File: src/rtl/bus_mem_responder.sv
// Memory-side responder for the BIU: wait-stated synchronous RAM with a four-phase req/ready handshake.
// Optional write protection of the low address range is enabled by defining BUS_MEM_ROM_PROTECT_EN.
module bus_mem_responder #(
    parameter int                ADDR_W      = 8,
    parameter int                DATA_W      = 8,
    parameter int                WAIT_CYCLES = 1,
    parameter logic [ADDR_W-1:0] ROM_TOP     = 'h0F
) (
    input  logic              clk,
    input  logic              reset,
    input  logic [ADDR_W-1:0] i_Address_Data_Bus,
    input  logic [DATA_W-1:0] i_DataOut_Bus,
    input  logic              W_R,
    input  logic              i_Req,
    output logic [DATA_W-1:0] o_DataRead_Bus,
    output logic              o_Ready,
    output logic              o_Busy,
    output logic              o_Error
);

    typedef enum logic [1:0] {
        S_IDLE = 2'd0,
        S_WAIT = 2'd1,
        S_RESP = 2'd2
    } state_t;

    state_t            state;
    logic [3:0]        count;
    logic [ADDR_W-1:0] addr_q;
    logic [DATA_W-1:0] wdata_q;
    logic              wr_q;
    logic              prot_hit;
    logic              mem_we;
    logic [DATA_W-1:0] mem [2**ADDR_W];

`ifdef BUS_MEM_ROM_PROTECT_EN
    assign prot_hit = wr_q && (addr_q <= ROM_TOP);
`else
    logic unused_rom_top;
    assign unused_rom_top = ^ROM_TOP;
    assign prot_hit       = 1'b0;
`endif

    // Gated by reset so an access aborted by reset in WAIT never reaches the RAM.
    assign mem_we = reset && (state == S_WAIT) && (count == 4'd0) && wr_q && !prot_hit;

    always_ff @(posedge clk) begin
        if (mem_we) begin
            mem[addr_q] <= wdata_q;
        end
    end

    always_ff @(posedge clk) begin
        if (!reset) begin
            state          <= S_IDLE;
            count          <= 4'd0;
            o_Ready        <= 1'b0;
            o_Busy         <= 1'b0;
            o_Error        <= 1'b0;
            o_DataRead_Bus <= '0;
        end else begin
            case (state)
                S_IDLE: begin
                    if (i_Req) begin
                        addr_q  <= i_Address_Data_Bus;
                        wdata_q <= i_DataOut_Bus;
                        wr_q    <= W_R;
                        count   <= 4'(WAIT_CYCLES);
                        o_Busy  <= 1'b1;
                        state   <= S_WAIT;
                    end
                end
                S_WAIT: begin
                    if (count != 4'd0) begin
                        count <= count - 4'd1;
                    end else begin
                        if (!wr_q) begin
                            o_DataRead_Bus <= mem[addr_q];
                        end
                        o_Ready <= 1'b1;
                        o_Error <= prot_hit;
                        state   <= S_RESP;
                    end
                end
                S_RESP: begin
                    // Return to IDLE only; a new request is taken on a later edge.
                    if (!i_Req) begin
                        o_Ready <= 1'b0;
                        o_Error <= 1'b0;
                        o_Busy  <= 1'b0;
                        state   <= S_IDLE;
                    end
                end
                default: begin
                    o_Ready <= 1'b0;
                    o_Error <= 1'b0;
                    o_Busy  <= 1'b0;
                    state   <= S_IDLE;
                end
            endcase
        end
    end

endmodule

File: config.mk
export PLATFORM = sky130hd
export DESIGN_NAME = bus_mem_responder
export DESIGN_NICKNAME = d
export VERILOG_FILES = /design/src/rtl/bus_mem_responder.sv
export SDC_FILE = /design/constraint.sdc
export NUM_CORES = 2
export LEC_CHECK = 0
export CAP_MARGIN = 0
export CORE_UTILIZATION = 25
export DETAILED_ROUTE_END_ITERATION = 16
export PLACE_DENSITY = 0.39
export SYNTH_ARGS = -nofsm -noshare
export SYNTH_HDL_FRONTEND = slang
export SYNTH_SLANG_ARGS = --single-unit
File: constraint.sdc
create_clock -name clk -period 4.8 [get_ports clk]
set_clock_uncertainty 0.05 [all_clocks]
set_input_delay 1.2 -clock clk [delete_from_list [all_inputs] [get_ports clk]]
set_output_delay 1.2 -clock clk [all_outputs]
set_load 0.005 [all_outputs]
* Word-level counts from Yosys, hierarchy flattened *
Memories as Yosys holds them, arrays and structs flattened. A register that Yosys moved wholly into a read port is not among the register bits.
Cells that the tools add are included.

cells by class
  eq/ne operators = 6
  bitwise logic cells = 4
  reduce and logical (&&, ||, !) cells = 14
  $add $sub $neg = 1
  multiplexer cells = 16

operators by type and width
  operator                                          count
  AND reduction 3 bit                               6
  one-hot mux 1 bit (3 select lines)                3
  two-way mux 4 bit                                 2
  one-hot mux 4 bit (2 select lines)                1
  two-way mux 1 bit                                 6
  two-way mux 2 bit                                 3
  != test 2 bit, second input constant              3
  one-hot mux 2 bit (3 select lines)                1
  zero test 4 bit                                   1
  inverter 1 bit                                    4
  nonzero test 4 bit                                1
  subtractor 4 x 1 -> 4 bit, second input constant  1
  logical AND 1 bit                                 3
  == test 2 x 1 -> 1 bit, second input constant     1
  == test 2 bit, second input constant              1
  zero test 2 bit                                   1
  != test 2 x 1 -> 1 bit, second input constant     1
  nonzero test 2 bit                                1
  zero test 1 bit                                   1

word-level totals
  bits in writable memories = 2048
  memories kept = 1
  output and inout port bits = 11
  bits of input ports = 20
  word-level logic and storage cells = 50
  register bits = 26

memories
  name  words  width  rd ports  clocked after memory_dff  wr ports  line  RTL
  mem   256    8      1         1                         1         34    logic [DATA_W-1:0] mem [2**ADDR_W];

* Longest topological paths before layout *
  depth in word-level cells = 6
  mapped depth = 13
  depth with buffers taken out = 9

* Worst setup path before layout *
Ideal clock, no wire load.

  path type = register to register
  start = reg wdata_q[0]
  end = mem mem[0][0] (data pin)
  path buffers = 0
  stages on the path, launching flop included = 1
  data required time = 3.933 ns
  path slack = 0.704 ns
  clock period less this slack = 4.096 ns
  arrival time = 3.228 ns
  setup time = 0.817 ns
  cell sequence = edfxtp_1

RTL lines
  item                    line  RTL
  start, declared         30    logic [DATA_W-1:0] wdata_q;
  start signal, assigned  66    wdata_q <= i_DataOut_Bus;
  end, declared           34

Straight into the memory's write port.

==> impl_metrics.toml <==
[logic_synthesis]
yosysUniqueCellTypes = 59
synth_top_area_frac = 0.769
syn_inst = 3775
yosysSeqAreaShare = 0.773
mappedNetlistArea_um2 = 80700
synth_edf_count = 2065
async_flop_share = 0
yosys.area.top_type = "edfxtp_1"
syn_nets = 3796
synth_warnings = 0
synth.area.top_cells = "edfxtp_1, mux4_2, mux2i_1"
ys_ff_latch = 2081
synth_ff_type = "edfxtp_1"
avgSynthCellArea_um2 = 21.4

[setup_path]
rrSetupSlack_ns = 0.63
reg2regPathDepth = 8
cp_max_fo = 34
crit_path_frequent_cell = "buf_12"
timing.rr.start = "addr_q[1]$_DFFE_PP_"
startpoint = "addr_q[1]$_DFFE_PP_"
cpPeakStageDelay_ns = 0.83
timing.rr.end = "o_DataRead_Bus[7]$_SDFFE_PN0P_"
cp_slowest_cell = "nor3_1"
cp-start-kind = "flip-flop"
worstPathRequired_ns = 5.49
critPathTopFamily = "compound AO/OA/AOI/OAI gates"
critPathKind = "flip-flop to flip-flop"
cp.arrival_ns = 4.86
end_kind = "flip-flop"
cp_num_buf_inv = 2
worstPathCellList = "buf_12 > buf_12 > mux4_2 > a22oi_1 > o21ai_0 > nor3_1 > o311a_1 > o22ai_1"

[power]
p_comb_frac = 0.050
swShare = 0.220
power_frac_seq = 0.507
p_per_area_nw_per_um2 = 412
p_leak_nw = 29.7
p_clk_frac = 0.442
p_sw_mw = 8.69
power.internal_mw = 30.8
power_mw = 39.5
ir_worst_vdd_mv = 0.328

[die]
core-area_um2 = 321000
initial_core_util = 0.251
io_pins = 31
dieHeight_um = 570
num_rows = 208
fp.dieW_um = 570
dieArea_um2 = 325000

[drt]
dr.pass1.iters = 7
drt_iter0_drc = 3450
antenna_left = 0
drc_errors = 0
drt-total-wl_um = 252000
num_vias = 39400
wl_per_cell_um = 29.1
vias_per_cell = 4.56

[grt]
antenna_found_initial = 16
grt_use_total = 0.153
gr-total-overflow = 0
grt_pass1_vias = 41400
grt_pass1_wl_um = 350000
grt_max_degree = 181

[place]
place_inst = 8234
gp_congestion = 0.783
hpwl_um = 156000
place_ws_ns = 0.402
portBuffers = 29

[cells_and_area]
num-nets-final = 4182
layoutNonFillerInstCount = 8647
syn_to_final_growth_pct = 18.8
drive_gt1_frac = 0.281
final_common_cell = "edfxtp_1"
final_cell_mix = "edfxtp_1, mux4_2, buf_4"

[min_path]
hold_end = "count[3]$_SDFFE_PN0P_"
hold_start = "count[3]$_SDFFE_PN0P_"
min_path_type = "flip-flop to flip-flop"
min_path_cells = 2

[sta]
slew_headroom = 0.116
max_freq_mhz = 240
drv_slew = 0
tightest_slew_ns = 1.33
fin_tns_setup_ns = 0
fin_crit_ns = 4.17
setup_ws_ns = 0.627
period_share = 0.869
hold_viol_final = 0
rsz0062_at_grt = "false"
setup_viol = 0

[clock_tree]
root_buffer = "clkbuf_16"
post_cts_buffers = 0
cts_resized = 0
path_clk_slew_ns = 0.06
clkLatencyLatePin_ns = 0.91
clockBufferDepth = 4
cts_tree = "yes"
cts_max_level = 4
ctsHoldBuffers = 0
cts-buffers-inserted = 230
cts.sinks = 2081

[job]
drv_cap = 0

[status]
status = "finished, final reports clean"
[routing by layer]
metal,vias up,global-route usage,wire length [um]
li1,16500,-,-
met1,21600,0.208,111000
met2,973,0.260,124000
met3,270,0.0198,11100
met4,0,0.0355,5220
met5,-,0,0
[worst min-delay path, cell delays in order, from the launching register on]
cell     delay [ns]
dfxtp_1        0.34
xor2_1         0.07
nor2_1         0.07
[logic make-up (layout without fill, tap and decap cells)]
logic type                 after synthesis  in the layout  share of synthesized area
DFF                                   2081           2081                      0.773
muxes                                  681            681                      0.163
and+or+nand+nor                        547            547                     0.0288
buffers and inverters                  235            800                     0.0152
AOI/OAI and AO/OA                      226            226                     0.0200
adders and majority gates                2              2                   0.000279
xor gates and xnor gates                 2              2                   0.000217
other                                    1              3                  0.0000465
[state kept, by name (all words and copies together) (netlist names)]
name and cells:
wr_q 1, o_Ready 1, o_Busy 1, count 4, o_DataRead_Bus 8, state 2, mem 2048, addr_q 8
wdata_q 8
[cells in the mapped netlist, types with 3 or more instances]
master and count:
o22ai_1 33, nand3_1 41, nor2_1 291, mux2i_1 165, mux4_2 505, o211ai_1 9
a32o_1 4, buf_2 56, dfxtp_1 16, clkbuf_1 96, nor3_1 18, nand4_1 5
a2111oi_0 8, a221oi_1 11, a311oi_1 4, o21ai_0 30, mux2_2 11, buf_1 24
and2_1 10, a22oi_1 37, o311a_1 4, o21ai_1 3, nand2_1 124, nand2b_1 6
buf_4 30, a21oi_1 18, nor2b_1 24, a211oi_1 10, edfxtp_1 2065, inv_1 7
and3_1 10, buf_6 21, a32oi_1 20, a22o_1 8, o31ai_1 3, nor4_1 6
a31oi_1 12
[metrics by stage]
stage          hold slack [ns]  cell area (um2)  utilization
6_report                 0.472            95900        0.299
5_1_grt                  0.521            95900        0.299
4_1_cts                  0.484            95900        0.299
3_5_place_dp             0.472            88500        0.276
3_3_place_gp             0.447            88500        0.276
2_1_floorplan            0.430            80700            -
[worst max-delay path by stage]
stage / end / slack (ns) / depth (start not counted)
floorplan: mem[0][0]$_DFFE_PP_ / 0.70 / 0
global placement: mem[96][3]$_DFFE_PP_ / 0.44 / 5
detailed placement: mem[192][3]$_DFFE_PP_ / 0.40 / 5
CTS: mem[162][4]$_DFFE_PP_ / 0.56 / 3
global route: o_DataRead_Bus[2]$_SDFFE_PN0P_ / 0.50 / 9
finish: o_DataRead_Bus[7]$_SDFFE_PN0P_ / 0.63 / 8
[area by class of cell]
cell class / count / area [um2]
sequential: 2081 / 62300
inverter: 8 / 32.5
timing repair buffer: 381 / 3560
clock inverter: 147 / 1400
tap: 4305 / 5390
antenna: 2 / 5.00
clock buffer: 264 / 5950
fill: 31300 / 225000
multi-input combinational: 1459 / 17200
[power groups by stage]
stage	clock network, mW	logic, mW	registers [mW]
4_1_cts	17.9	2.06	20.1
6_report	17.5	1.99	20.1
3_3_place_gp	0	2.07	20.5
3_5_place_dp	0	2.06	20.5
5_1_grt	18.6	2.11	20.1
2_1_floorplan	0	0.975	20.6
(Power assumes the default switching activity.)
